===== config.mk =====
export PLATFORM = sky130hd
export DESIGN_NAME = regfile_sched
export DESIGN_NICKNAME = d
export VERILOG_FILES = /design/src/rtl/regfile_sched.sv
export SDC_FILE = /design/constraint.sdc
export NUM_CORES = 1
export LEC_CHECK = 0
export ABC_AREA = 1
export ABC_CLOCK_PERIOD_IN_PS = 1300
export BUFFER_PORTS_ARGS = -buffer_cell sky130_fd_sc_hd__buf_2
export CELL_PAD_IN_SITES_DETAIL_PLACEMENT = 1
export CELL_PAD_IN_SITES_GLOBAL_PLACEMENT = 2
export CORE_ASPECT_RATIO = 0.7
export CORE_UTILIZATION = 25
export CTS_CLUSTER_SIZE = 10
export DETAILED_ROUTE_END_ITERATION = 8
export PLACE_DENSITY_LB_ADDON = 0.1
export SLEW_MARGIN = 15
export SYNTH_ARGS = -nofsm -noshare
export SYNTH_HDL_FRONTEND = slang
export SYNTH_SLANG_ARGS = --single-unit
export TNS_END_PERCENT = 10

===== constraint.sdc =====
create_clock -name clk -period 1.3 [get_ports clk]
set_input_delay 0.13 -clock clk [delete_from_list [all_inputs] [get_ports clk]]
set_output_delay 0.13 -clock clk [all_outputs]
set_load 0.05 [all_outputs]

===== src/rtl/regfile_sched.sv =====
// Two-port round-robin scheduler sharing a register file and an ALU; each grant
// runs READ -> EXEC -> WAIT -> (WB) -> IDLE. Optional macro SCHED_TIMEOUT_EN bounds WAIT.
module regfile_sched #(
  parameter int N = 19,
  parameter int M = 3
`ifdef SCHED_TIMEOUT_EN
  , parameter int TMO = 255
`endif
) (
  input  logic         clk,
  input  logic         rst_n,
  input  logic         req0,
  input  logic         req1,
  input  logic [M:0]   src0_0,
  input  logic [M:0]   src1_0,
  input  logic [M:0]   dst_0,
  input  logic [M:0]   src0_1,
  input  logic [M:0]   src1_1,
  input  logic [M:0]   dst_1,
  input  logic         we_0,
  input  logic         we_1,
  output logic         ack0,
  output logic         ack1,
  output logic         busy,
  output logic [M:0]   rf_s0,
  output logic [M:0]   rf_s1,
  output logic         rf_rd0_en,
  output logic         rf_rd1_en,
  output logic [M:0]   rf_dest,
  output logic         rf_wr_en,
  output logic [N:0]   rf_wdata,
  output logic         alu_start,
  input  logic         alu_done,
  input  logic [N:0]   alu_result,
  output logic         err
);

  typedef enum logic [2:0] {IDLE, READ, EXEC, WAIT, WB} state_t;

  state_t     state;
  logic       last_grant;
  logic       gnt;
  logic [M:0] dst_q;
  logic       we_q;
  logic       grant_sel;

  // Under contention the port that did not win last time goes next.
  always_comb begin
    grant_sel = req1;
    if (req0 && req1) grant_sel = ~last_grant;
  end

  assign busy = (state != IDLE);

`ifdef SCHED_TIMEOUT_EN
  logic [7:0] tmo_cnt;
`else
  assign err = 1'b0;
`endif

  // NOTE: every register here, including the pulse outputs, is cleared by the
  // async reset and updated only with non-blocking assignments.
  always_ff @(posedge clk or negedge rst_n) begin
    if (!rst_n) begin
      state      <= IDLE;
      last_grant <= 1'b1;
      gnt        <= 1'b0;
      dst_q      <= '0;
      we_q       <= 1'b0;
      ack0       <= 1'b0;
      ack1       <= 1'b0;
      rf_s0      <= '0;
      rf_s1      <= '0;
      rf_rd0_en  <= 1'b0;
      rf_rd1_en  <= 1'b0;
      rf_dest    <= '0;
      rf_wr_en   <= 1'b0;
      rf_wdata   <= '0;
      alu_start  <= 1'b0;
`ifdef SCHED_TIMEOUT_EN
      err        <= 1'b0;
      tmo_cnt    <= '0;
`endif
    end else begin
      ack0      <= 1'b0;
      ack1      <= 1'b0;
      alu_start <= 1'b0;
      rf_wr_en  <= 1'b0;
`ifdef SCHED_TIMEOUT_EN
      err       <= 1'b0;
`endif
      case (state)
        IDLE: begin
          if (req0 || req1) begin
            gnt        <= grant_sel;
            last_grant <= grant_sel;
            // The read selects double as the latched source fields.
            rf_s0      <= grant_sel ? src0_1 : src0_0;
            rf_s1      <= grant_sel ? src1_1 : src1_0;
            dst_q      <= grant_sel ? dst_1  : dst_0;
            we_q       <= grant_sel ? we_1   : we_0;
            rf_rd0_en  <= 1'b1;
            rf_rd1_en  <= 1'b1;
            state      <= READ;
          end
        end
        READ: begin
          rf_rd0_en <= 1'b0;
          rf_rd1_en <= 1'b0;
          alu_start <= 1'b1;
          state     <= EXEC;
        end
        EXEC: begin
`ifdef SCHED_TIMEOUT_EN
          tmo_cnt <= '0;
`endif
          state <= WAIT;
        end
        WAIT: begin
          if (alu_done) begin
            rf_wdata <= alu_result;
            if (we_q) begin
              rf_dest  <= dst_q;
              rf_wr_en <= 1'b1;
              state    <= WB;
            end else begin
              state <= IDLE;
            end
            // Ack is raised together with the write so both appear in WB.
            ack0 <= ~gnt;
            ack1 <= gnt;
          end
`ifdef SCHED_TIMEOUT_EN
          else if (tmo_cnt == 8'(TMO - 1)) begin
            err   <= 1'b1;
            state <= IDLE;
          end else begin
            tmo_cnt <= tmo_cnt + 8'd1;
          end
`endif
        end
        WB:      state <= IDLE;
        default: state <= IDLE;
      endcase
    end
  end

endmodule


==> impl_metrics.xml, run 1 <==
<?xml version="1.0" encoding="UTF-8"?>
<metrics>
  <group name="power_and_ir_drop">
    <metric name="ir_worst_vdd" unit="mV">0.883</metric>
    <metric name="combPwrFrac" unit="">0.521</metric>
    <metric name="seqPwrFrac" unit="">0.312</metric>
    <metric name="switching_fraction" unit="">0.498</metric>
    <metric name="internal_power" unit="mW">3.97</metric>
    <metric name="power.clock.fraction" unit="">0.167</metric>
    <metric name="switchingPower" unit="mW">3.94</metric>
    <metric name="power-per-cell-area" unit="mW/mm^2">2760</metric>
    <metric name="p_leak" unit="nW">1.68</metric>
  </group>
  <group name="clock_network">
    <metric name="clock_sink_count" unit="">47</metric>
    <metric name="tritoncts.num_buffers" unit="">5</metric>
    <metric name="cts_tree" unit="">done</metric>
    <metric name="ctsHtreeMaxLevel" unit="">2</metric>
    <metric name="clk-insertion-delay-late" unit="ps">280</metric>
    <metric name="clkSlewWorstSetupHoldPaths" unit="ps">60</metric>
    <metric name="cts_buffer_depth" unit="">2</metric>
    <metric name="cts-root-buf" unit="">clkbuf_16</metric>
  </group>
  <group name="logic_synthesis">
    <metric name="number_of_distinct_library_cells_after_synthesis" unit="">19</metric>
    <metric name="synth_sequential_area_ratio" unit="">0.576</metric>
    <metric name="syn_inst" unit="">248</metric>
    <metric name="netlist_area" unit="sq mm">0.00204</metric>
    <metric name="synth.avg_cell_area" unit="sq um">8.24</metric>
    <metric name="synth.net_count" unit="">299</metric>
    <metric name="ys.warnings.count" unit="">0</metric>
    <metric name="postSynthRegisterBits" unit="">47</metric>
  </group>
  <group name="sta">
    <metric name="setup-violations-final" unit="">0</metric>
    <metric name="final.setup_skew" unit="ps">4.82</metric>
    <metric name="hold_viol" unit="">0</metric>
    <metric name="rsz0062_at_grt" unit="">yes</metric>
    <metric name="fmax" unit="GHz">0.799</metric>
    <metric name="totalNegativeSetupSlack" unit="ps">0</metric>
    <metric name="min_period_over_period" unit="">0.963</metric>
    <metric name="min_period" unit="ps">1250</metric>
    <metric name="maxSlewViolCount" unit="">0</metric>
  </group>
  <group name="critical_path">
    <metric name="worst_ep_required_time" unit="ps">1170</metric>
    <metric name="endpoint_kind" unit="">output pin</metric>
    <metric name="worst_ep_arrival_time" unit="ps">1120</metric>
    <metric name="start_kind" unit="">flip-flop</metric>
    <metric name="worst-setup-path-type" unit="">flip-flop to output pin</metric>
    <metric name="critical_path.max_fanout" unit="">3</metric>
  </group>
  <group name="floorplan">
    <metric name="std_cell_rows" unit="">27</metric>
    <metric name="die_height" unit="um">77.7</metric>
    <metric name="die_area" unit="sq mm">0.00855</metric>
    <metric name="die_width" unit="um">110</metric>
    <metric name="effective_utilization_at_floorplan" unit="">0.259</metric>
    <metric name="design.portCount" unit="">91</metric>
    <metric name="placeableCoreArea" unit="sq mm">0.00791</metric>
  </group>
  <group name="routing">
    <metric name="met3_routed_wl" unit="um">277</metric>
    <metric name="antenna_violating_nets_post_route" unit="">0</metric>
    <metric name="totalWireLength" unit="mm">5.59</metric>
    <metric name="detailroute.via_count" unit="">1912</metric>
    <metric name="dr.max_layer_used" unit="">met4</metric>
    <metric name="detailedRoute.firstPassIterationCount" unit="">6</metric>
    <metric name="wirelength_met1" unit="mm">2.81</metric>
    <metric name="detail_route.vias_per_cell" unit="">4.30</metric>
    <metric name="wire_per_inst" unit="um">12.6</metric>
    <metric name="met2_wirelength" unit="mm">2.48</metric>
    <metric name="detail_route.iter0.violations" unit="">42</metric>
    <metric name="detail_route.drc_violations" unit="">0</metric>
  </group>
  <group name="cells_and_area">
    <metric name="finish.cell_count_without_fillers" unit="">445</metric>
    <metric name="synthToLayoutAreaGrowth" unit="%">40.1</metric>
    <metric name="fill_cells" unit="">991</metric>
    <metric name="nNetsFinal" unit="">394</metric>
    <metric name="seq_area" unit="sq mm">0.00118</metric>
    <metric name="final_layout_size_suffix_gt1_frac" unit="">0.337</metric>
    <metric name="n_antenna_cell" unit="">0</metric>
    <metric name="multi_input_comb_area" unit="sq um">759</metric>
  </group>
  <group name="global_route">
    <metric name="antenna_found_initial" unit="">0</metric>
    <metric name="grt_start_max_net_pins" unit="">27</metric>
    <metric name="first_global_vias" unit="">1981</metric>
    <metric name="globalRouteOverflowTotal" unit="">0</metric>
    <metric name="grt_pass1_wl" unit="mm">9.56</metric>
    <metric name="grt_use_total" unit="">0.145</metric>
  </group>
  <group name="run">
    <metric name="max_cap_viols" unit="">0</metric>
  </group>
  <group name="placement">
    <metric name="post-place-cells" unit="">434</metric>
    <metric name="last_weighted_congestion_value_of_the_routability_driven_placer" unit="">0.658</metric>
    <metric name="detailedPlacementHpwl" unit="mm">4.22</metric>
    <metric name="port_buffers" unit="">89</metric>
  </group>
  <group name="status">
    <metric name="outcome" unit="">completed</metric>
  </group>
  <group name="hold_path">
    <metric name="min-delay-path-class" unit="">primary input to flip-flop</metric>
  </group>
</metrics>
==> worst paths after layout <==
kind                                      from            to  slack (ps)  cells after the start
worst max register to register        state[2]           gnt          60                      6
worst min-delay path            alu_result[19]  rf_wdata[19]          80                      3
max in group asynchronous                rst_n    last_grant         500                      3
worst min register to register             gnt          ack0         470                      1
min in group asynchronous                rst_n     alu_start         270                      2
worst max-delay path                  state[2]          busy          50                      3
==> area by class of cell <==
type	instances	share of cell area
clock buffer	8	0.0546
multi-input combinational	176	0.265
inverter	11	0.0144
sequential	47	0.412
timing repair buffer	102	0.210
tap	101	0.0441
==> cells in the mapped netlist <==
master / n / area share
nor3_1: 1 / 0.0024
dfstp_2: 1 / 0.013
clkbuf_1: 1 / 0.0018
nor2_4: 2 / 0.011
dfrtp_1: 46 / 0.56
nand4_1: 4 / 0.012
nand3b_1: 1 / 0.0037
nand2_2: 1 / 0.0031
nand2_1: 123 / 0.23
nor2_1: 3 / 0.0055
o21ai_0: 2 / 0.0049
nand3_2: 1 / 0.0049
buf_2: 10 / 0.024
inv_1: 11 / 0.020
nand3_1: 35 / 0.086
buf_4: 3 / 0.011
nor2_2: 1 / 0.0031
conb_1: 1 / 0.0018
a21oi_1: 1 / 0.0024
==> placed cells by master (no fill, tap or decap), types with 3 or more instances in the layout <==
cell type	n
nand4_1	4
nand2_1	123
buf_4	8
nand3_1	35
buf_12	4
nor2_1	3
dfrtp_1	44
buf_2	88
clkbuf_16	5
nor2_4	3
inv_1	11
==> state kept, by name (all words and copies together), names as in the netlist <==
signal      flops
state           3
rf_rd1_en       1
we_q            1
rf_s1           4
rf_s0           4
ack0            1
rf_dest         4
ack1            1
dst_q           4
rf_wdata       20
alu_start       1
last_grant      1
gnt             1
rf_wr_en        1
==> metal layers <==
| metal | vias up | GRT usage |
|---|---|---|
| met5 | - | 0 |
| met4 | 0 | 0.0280 |
| met3 | 2 | 0.0378 |
| met2 | 44 | 0.223 |
| met1 | 905 | 0.203 |
| li1 | 961 | - |
==> power groups by stage <==
stage,combinational [mW],clock [mW],sequential (mW)
CTS,4.15,1.38,2.48
global route,4.49,1.43,2.58
floorplan,1.30,0,4.16
finish,4.12,1.32,2.47
detailed placement,4.12,0,2.49
global placement,4.06,0,2.49
==> cell families after synthesis <==
family | after synthesis | synth area share
AND/OR/NAND/NOR | 172 | 0.357
AO/OA/AOI/OAI | 3 | 0.00734
other | 1 | 0.00183
flip-flops | 47 | 0.576
buffers and inverters | 25 | 0.0575
==> critical path, cell delays in order (launching register included) <==
cell	delay [ps]
dfrtp_2	430
nor2_4	170
nand2_4	80
buf_6	160
==> through the flow <==
stage / hold WS [ps] / cell area, sq um / power, mW / setup slack [ps] / util
floorplan: -166 / 2050 / 5.45 / 65.4 / -
global placement: 39.1 / 2670 / 6.55 / 84.0 / 0.338
detailed placement: 40.9 / 2670 / 6.61 / 31.3 / 0.338
CTS: 77.5 / 2850 / 8.01 / 12.0 / 0.360
global route: 91.9 / 2870 / 8.51 / -16.3 / 0.362
finish: 81.4 / 2870 / 7.92 / 48.3 / 0.362
==> what timing repair did <==
item                                   CTS  global route
endpoints found under the hold margin   10             0
buffers inserted                         0             2
pin swaps                                1             1
gates resized for setup                  3             2
hold buffers                             1             0
setup endpoints to repair                2             9
No activity file was read; power rests on OpenSTA's default activity.
==> run 2: changes to the inputs <==
Settings changed: RECOVER_POWER from default to 25.
==> impl_metrics.xml, run 2 (synthesized netlist as in run 1, its figures left out) <==
<?xml version="1.0" encoding="UTF-8"?>
<metrics>
  <group name="status">
    <metric name="outcome" unit="">completed</metric>
  </group>
  <group name="routing">
    <metric name="detailedRoute.firstPassIterationCount" unit="">6</metric>
    <metric name="antenna_violating_nets_post_route" unit="">0</metric>
    <metric name="totalWireLength" unit="mm">5.60</metric>
    <metric name="detail_route.vias_per_cell" unit="">4.30</metric>
    <metric name="detail_route.drc_violations" unit="">0</metric>
    <metric name="detailroute.via_count" unit="">1912</metric>
    <metric name="detail_route.iter0.violations" unit="">43</metric>
    <metric name="wire_per_inst" unit="um">12.6</metric>
  </group>
  <group name="hold_path">
    <metric name="holdCritStartpoint" unit="">alu_result[19]</metric>
    <metric name="min-delay-path-class" unit="">primary input to flip-flop</metric>
    <metric name="hold_depth" unit="">3</metric>
    <metric name="min_to" unit="">rf_wdata[19]</metric>
  </group>
  <group name="floorplan">
    <metric name="design.portCount" unit="">91</metric>
    <metric name="die_width" unit="um">110</metric>
    <metric name="placeableCoreArea" unit="sq mm">0.00791</metric>
    <metric name="die_area" unit="sq mm">0.00855</metric>
    <metric name="std_cell_rows" unit="">27</metric>
    <metric name="die_height" unit="um">77.7</metric>
    <metric name="effective_utilization_at_floorplan" unit="">0.259</metric>
  </group>
  <group name="critical_path">
    <metric name="critical_path.max_fanout" unit="">3</metric>
    <metric name="endpoint_kind" unit="">output pin</metric>
    <metric name="critical_path.reg2reg.startpoint" unit="">state[2]</metric>
    <metric name="crit_family" unit="">flip-flops</metric>
    <metric name="worst-setup-path-type" unit="">flip-flop to output pin</metric>
    <metric name="start_kind" unit="">flip-flop</metric>
    <metric name="worst_ep_required_time" unit="ps">1170</metric>
    <metric name="worstPathBufferInverterCount" unit="">1</metric>
    <metric name="worst_ep_arrival_time" unit="ps">1120</metric>
    <metric name="cpMaxStageDelayCell" unit="">dfrtp_2</metric>
    <metric name="register_to_register_path_setup_slack" unit="ps">60</metric>
    <metric name="rr_endpoint" unit="">gnt</metric>
    <metric name="critical_path.max_stage_delay" unit="ps">430</metric>
    <metric name="crit_path_cell_trace" unit="">nor2_4 -&gt; nand2_4 -&gt; buf_6</metric>
    <metric name="reg2reg_depth" unit="">6</metric>
  </group>
  <group name="power_and_ir_drop">
    <metric name="seqPwrFrac" unit="">0.312</metric>
    <metric name="switchingPower" unit="mW">3.94</metric>
    <metric name="internal_power" unit="mW">3.97</metric>
    <metric name="power.clock.fraction" unit="">0.167</metric>
    <metric name="ir_worst_vdd" unit="mV">0.883</metric>
    <metric name="p_leak" unit="nW">1.67</metric>
    <metric name="combPwrFrac" unit="">0.521</metric>
    <metric name="switching_fraction" unit="">0.498</metric>
    <metric name="power.total" unit="mW">7.91</metric>
    <metric name="power-per-cell-area" unit="mW/mm^2">2770</metric>
  </group>
  <group name="cells_and_area">
    <metric name="n_antenna_cell" unit="">0</metric>
    <metric name="commonest_non_fill_non_tap_cells_in_the_layout" unit="">nand2_1, buf_2, dfrtp_1</metric>
    <metric name="layout_commonest_cell" unit="">nand2_1</metric>
    <metric name="largest_reg_flops" unit="">20</metric>
    <metric name="finish.cell_count_without_fillers" unit="">445</metric>
    <metric name="nNetsFinal" unit="">394</metric>
    <metric name="regMostFlops" unit="">rf_wdata</metric>
    <metric name="final_layout_size_suffix_gt1_frac" unit="">0.334</metric>
    <metric name="synthToLayoutAreaGrowth" unit="%">39.7</metric>
  </group>
  <group name="global_route">
    <metric name="grt_pass1_wl" unit="mm">9.56</metric>
    <metric name="antenna_found_initial" unit="">0</metric>
    <metric name="grt_start_max_net_pins" unit="">27</metric>
    <metric name="grt_use_total" unit="">0.145</metric>
    <metric name="globalRouteOverflowTotal" unit="">0</metric>
    <metric name="first_global_vias" unit="">1981</metric>
  </group>
  <group name="sta">
    <metric name="min_period" unit="ps">1250</metric>
    <metric name="maxSlewViolCount" unit="">0</metric>
    <metric name="timing_worst_slew_pin_value" unit="ps">682</metric>
    <metric name="fmax" unit="GHz">0.799</metric>
    <metric name="totalNegativeSetupSlack" unit="ps">0</metric>
    <metric name="hold_viol" unit="">0</metric>
    <metric name="final.setup_skew" unit="ps">4.82</metric>
    <metric name="timing.final.ws_setup" unit="ps">48.2</metric>
    <metric name="rsz0062_at_grt" unit="">yes</metric>
    <metric name="min_period_over_period" unit="">0.963</metric>
    <metric name="hold_ws" unit="ps">81.3</metric>
    <metric name="setup-violations-final" unit="">0</metric>
    <metric name="worst_slew_margin" unit="">0.545</metric>
  </group>
  <group name="clock_network">
    <metric name="cts_buffer_depth" unit="">2</metric>
    <metric name="clock_sink_count" unit="">47</metric>
    <metric name="tritoncts.num_buffers" unit="">5</metric>
    <metric name="clk-insertion-delay-late" unit="ps">280</metric>
    <metric name="cts-root-buf" unit="">clkbuf_16</metric>
    <metric name="ctsHtreeMaxLevel" unit="">2</metric>
    <metric name="clkSlewWorstSetupHoldPaths" unit="ps">60</metric>
    <metric name="cts_tree" unit="">done</metric>
  </group>
  <group name="placement">
    <metric name="last_weighted_congestion_value_of_the_routability_driven_placer" unit="">0.658</metric>
    <metric name="post-place-cells" unit="">434</metric>
    <metric name="dp_worst_setup_slack" unit="ps">31.3</metric>
    <metric name="detailedPlacementHpwl" unit="mm">4.22</metric>
    <metric name="port_buffers" unit="">89</metric>
  </group>
  <group name="run">
    <metric name="max_cap_viols" unit="">0</metric>
  </group>
</metrics>
## run 2: timing repair
item / CTS / global route
setup buffers: 0 / 2
endpoints found under the setup margin: 2 / 9
pin swaps: 1 / 1
hold buffers: 1 / 0
endpoints found under the hold margin: 10 / 0
resized for setup: 3 / 2
## run 2: how the worst max path moves through the flow
stage                  start          to  depth (start not counted)
floorplan           state[2]    rf_s0[1]                          6
global placement    state[2]    rf_s0[0]                          5
detailed placement  state[2]    dst_q[1]                          5
CTS                 state[2]        busy                          3
global route        state[2]  rf_dest[1]                          5
finish              state[2]        busy                          3
## run 2: per-layer routing
layer  up-vias  part of all wire  track usage  wire length [um]
met5         -                 0            0                 0
met2        44              0.44        0.223              2480
li1        961                 -            -                 -
met1       905              0.50        0.203              2810
met4         0            0.0043       0.0280                24
met3         2             0.050       0.0378               277
## run 2: tightest hold or removal path, stage by stage
cell	delay, ps
buf_2	70
nand3_1	60
nand2_1	60
## run 2: cell type report
class	instances	area, sq um
fill	992	5050
inverter	11	41.3
sequential	47	1180
clock buffer	8	156
multi-input combinational	176	759
timing repair buffer	102	592
tap	101	126
## run 2: stage by stage
step / cell area (sq um) / utilization
after floorplan: 2050 / -
after global placement: 2670 / 0.338
after detailed placement: 2670 / 0.338
after CTS: 2850 / 0.360
after global routing: 2860 / 0.361
final: 2860 / 0.361
## run 2: power groups by stage
stage	clock [mW]	sequential (mW)	combinational, mW
finish	1.32	2.47	4.12
global route	1.43	2.58	4.49
CTS	1.38	2.48	4.15
detailed placement	0	2.49	4.12
global placement	0	2.49	4.06
floorplan	0	4.16	1.30
==> run 3: changes to the inputs <==
Settings changed: ABC_CLOCK_PERIOD_IN_PS 1300 to 1350, RECOVER_POWER 25 to default.
Clock period 1.3 ns to 1.35 ns, I/O delays scaled along.
==> impl_metrics.xml, run 3 (synthesized netlist as in run 1, its figures left out) <==
<?xml version="1.0" encoding="UTF-8"?>
<metrics>
  <group name="status">
    <metric name="outcome" unit="">completed</metric>
  </group>
  <group name="sta">
    <metric name="timing.final.ws_setup" unit="ps">74.9</metric>
    <metric name="setup-violations-final" unit="">0</metric>
    <metric name="hold_viol" unit="">0</metric>
    <metric name="rsz0062_at_grt" unit="">no</metric>
    <metric name="min_period_over_period" unit="">0.944</metric>
    <metric name="final.setup_skew" unit="ps">4.91</metric>
    <metric name="totalNegativeSetupSlack" unit="ps">0</metric>
    <metric name="maxSlewViolCount" unit="">0</metric>
    <metric name="min_period" unit="ps">1280</metric>
    <metric name="fmax" unit="GHz">0.784</metric>
    <metric name="hold_ws" unit="ps">78.1</metric>
  </group>
  <group name="placement">
    <metric name="last_weighted_congestion_value_of_the_routability_driven_placer" unit="">0.677</metric>
    <metric name="port_buffers" unit="">89</metric>
    <metric name="detailedPlacementHpwl" unit="mm">3.98</metric>
    <metric name="placement.cell_area" unit="sq mm">0.00266</metric>
    <metric name="dp_worst_setup_slack" unit="ps">92.0</metric>
    <metric name="post-place-cells" unit="">433</metric>
  </group>
  <group name="clock_network">
    <metric name="cts-root-buf" unit="">clkbuf_16</metric>
    <metric name="cts_buffer_depth" unit="">2</metric>
    <metric name="ctsHtreeMaxLevel" unit="">2</metric>
    <metric name="clk-insertion-delay-late" unit="ps">280</metric>
    <metric name="clock_sink_count" unit="">47</metric>
    <metric name="clkSlewWorstSetupHoldPaths" unit="ps">70</metric>
    <metric name="cts_tree" unit="">done</metric>
    <metric name="tritoncts.num_buffers" unit="">5</metric>
  </group>
  <group name="critical_path">
    <metric name="worst_ep_required_time" unit="ps">1220</metric>
    <metric name="cpMaxStageDelayCell" unit="">dfrtp_2</metric>
    <metric name="critical_path.max_stage_delay" unit="ps">420</metric>
    <metric name="register_to_register_path_setup_slack" unit="ps">130</metric>
    <metric name="start_kind" unit="">flip-flop</metric>
    <metric name="worst-setup-path-type" unit="">flip-flop to output pin</metric>
    <metric name="crit_path_cell_trace" unit="">nor2_4 -&gt; nand2_2 -&gt; buf_4</metric>
    <metric name="reg2reg_depth" unit="">5</metric>
    <metric name="critical_path.max_fanout" unit="">3</metric>
    <metric name="worstPathBufferInverterCount" unit="">1</metric>
    <metric name="worst_ep_arrival_time" unit="ps">1140</metric>
    <metric name="endpoint_kind" unit="">output pin</metric>
    <metric name="crit_family" unit="">flip-flops</metric>
    <metric name="timing.critical_path.depth" unit="">3</metric>
  </group>
  <group name="cells_and_area">
    <metric name="final_layout_size_suffix_gt1_frac" unit="">0.333</metric>
    <metric name="fin_util" unit="">0.362</metric>
    <metric name="nNetsFinal" unit="">392</metric>
    <metric name="largest_reg_flops" unit="">20</metric>
    <metric name="synthToLayoutAreaGrowth" unit="%">39.8</metric>
    <metric name="layout.cell_area.non_filler" unit="sq mm">0.00286</metric>
    <metric name="regMostFlops" unit="">rf_wdata</metric>
    <metric name="multi_input_comb_area" unit="sq um">754</metric>
    <metric name="finish.cell_count_without_fillers" unit="">443</metric>
    <metric name="n_antenna_cell" unit="">0</metric>
    <metric name="commonest_non_fill_non_tap_cells_in_the_layout" unit="">nand2_1, buf_2, dfrtp_1</metric>
    <metric name="fill_cells" unit="">979</metric>
    <metric name="seq_area" unit="sq mm">0.00118</metric>
    <metric name="layout_commonest_cell" unit="">nand2_1</metric>
  </group>
  <group name="power_and_ir_drop">
    <metric name="ir_worst_vdd" unit="mV">0.964</metric>
    <metric name="power.total" unit="mW">7.71</metric>
    <metric name="power-per-cell-area" unit="mW/mm^2">2700</metric>
    <metric name="p_leak" unit="nW">1.68</metric>
  </group>
  <group name="floorplan">
    <metric name="design.portCount" unit="">91</metric>
    <metric name="die_width" unit="um">110</metric>
    <metric name="die_height" unit="um">77.7</metric>
    <metric name="die_area" unit="sq mm">0.00855</metric>
    <metric name="placeableCoreArea" unit="sq mm">0.00791</metric>
    <metric name="std_cell_rows" unit="">27</metric>
    <metric name="effective_utilization_at_floorplan" unit="">0.259</metric>
  </group>
  <group name="hold_path">
    <metric name="hold_depth" unit="">3</metric>
    <metric name="min-delay-path-class" unit="">primary input to flip-flop</metric>
  </group>
  <group name="global_route">
    <metric name="grt_pass1_wl" unit="mm">9.30</metric>
    <metric name="antenna_found_initial" unit="">0</metric>
    <metric name="globalRouteOverflowTotal" unit="">0</metric>
    <metric name="first_global_vias" unit="">1966</metric>
    <metric name="grt_start_max_net_pins" unit="">48</metric>
    <metric name="grt_use_total" unit="">0.142</metric>
  </group>
  <group name="routing">
    <metric name="detail_route.iter0.violations" unit="">37</metric>
    <metric name="detailroute.via_count" unit="">1880</metric>
    <metric name="totalWireLength" unit="mm">5.56</metric>
    <metric name="wire_per_inst" unit="um">12.5</metric>
    <metric name="detail_route.vias_per_cell" unit="">4.24</metric>
    <metric name="antenna_violating_nets_post_route" unit="">0</metric>
    <metric name="detail_route.drc_violations" unit="">0</metric>
    <metric name="detailedRoute.firstPassIterationCount" unit="">4</metric>
  </group>
  <group name="run">
    <metric name="max_cap_viols" unit="">0</metric>
  </group>
</metrics>
[run 3: cell types whose count changed in the layout (fill, tap and decap cells not counted), sizes merged]
cell | previous run | this run
buf | 100 | 99
bufinv | 0 | 1
clkbuf | 9 | 6
clkinv | 0 | 1
[run 3: path summary, 6_finish.rpt]
check / to / from
max in group asynchronous: last_grant / rst_n
min reg2reg: rf_wdata[16] / rf_wdata[16]
min in group asynchronous: rf_wdata[5] / rst_n
min: rf_wdata[17] / alu_result[17]
max reg2reg: rf_dest[0] / state[2]
max: busy / state[2]
[run 3: layer usage]
layer | part of all wire | track usage | routed length, um | up-vias
met4 | 0.0054 | 0.0360 | 30 | 0
met5 | 0 | 0 | 0 | -
li1 | - | - | - | 963
met1 | 0.48 | 0.186 | 2650 | 862
met2 | 0.45 | 0.224 | 2520 | 51
met3 | 0.065 | 0.0445 | 359 | 4
[run 3: power by group]
group          total (mW)  switching, mW  internal (mW)
logic                3.90           2.93          0.969
clock network        1.44          0.517          0.921
registers            2.38          0.349           2.03
[run 3: cell type report]
cell class / instances / share of cell area
clock inverters: 2 / 0.0123
flip-flops and latches: 47 / 0.412
well taps: 101 / 0.0442
clock buffers: 6 / 0.0486
multi-input cells: 176 / 0.264
repair buffers: 100 / 0.204
inverters: 11 / 0.0144
[run 3: worst reg2reg max path, cell delays in order (launching register included)]
cell and delay [ps]:
dfrtp_2 420, buf_4 150, nor2_4 130, nand3_1 230, nand2_1 130, nand2_1 50
[run 3: timing repair]
| item | CTS | global route |
|---|---|---|
| buffers inserted | 0 | 1 |
| endpoints found under the setup margin | 1 | 1 |
| gates resized for setup | 2 | 1 |
| hold endpoints to repair | 46 | 0 |
| hold buffers | 1 | 0 |
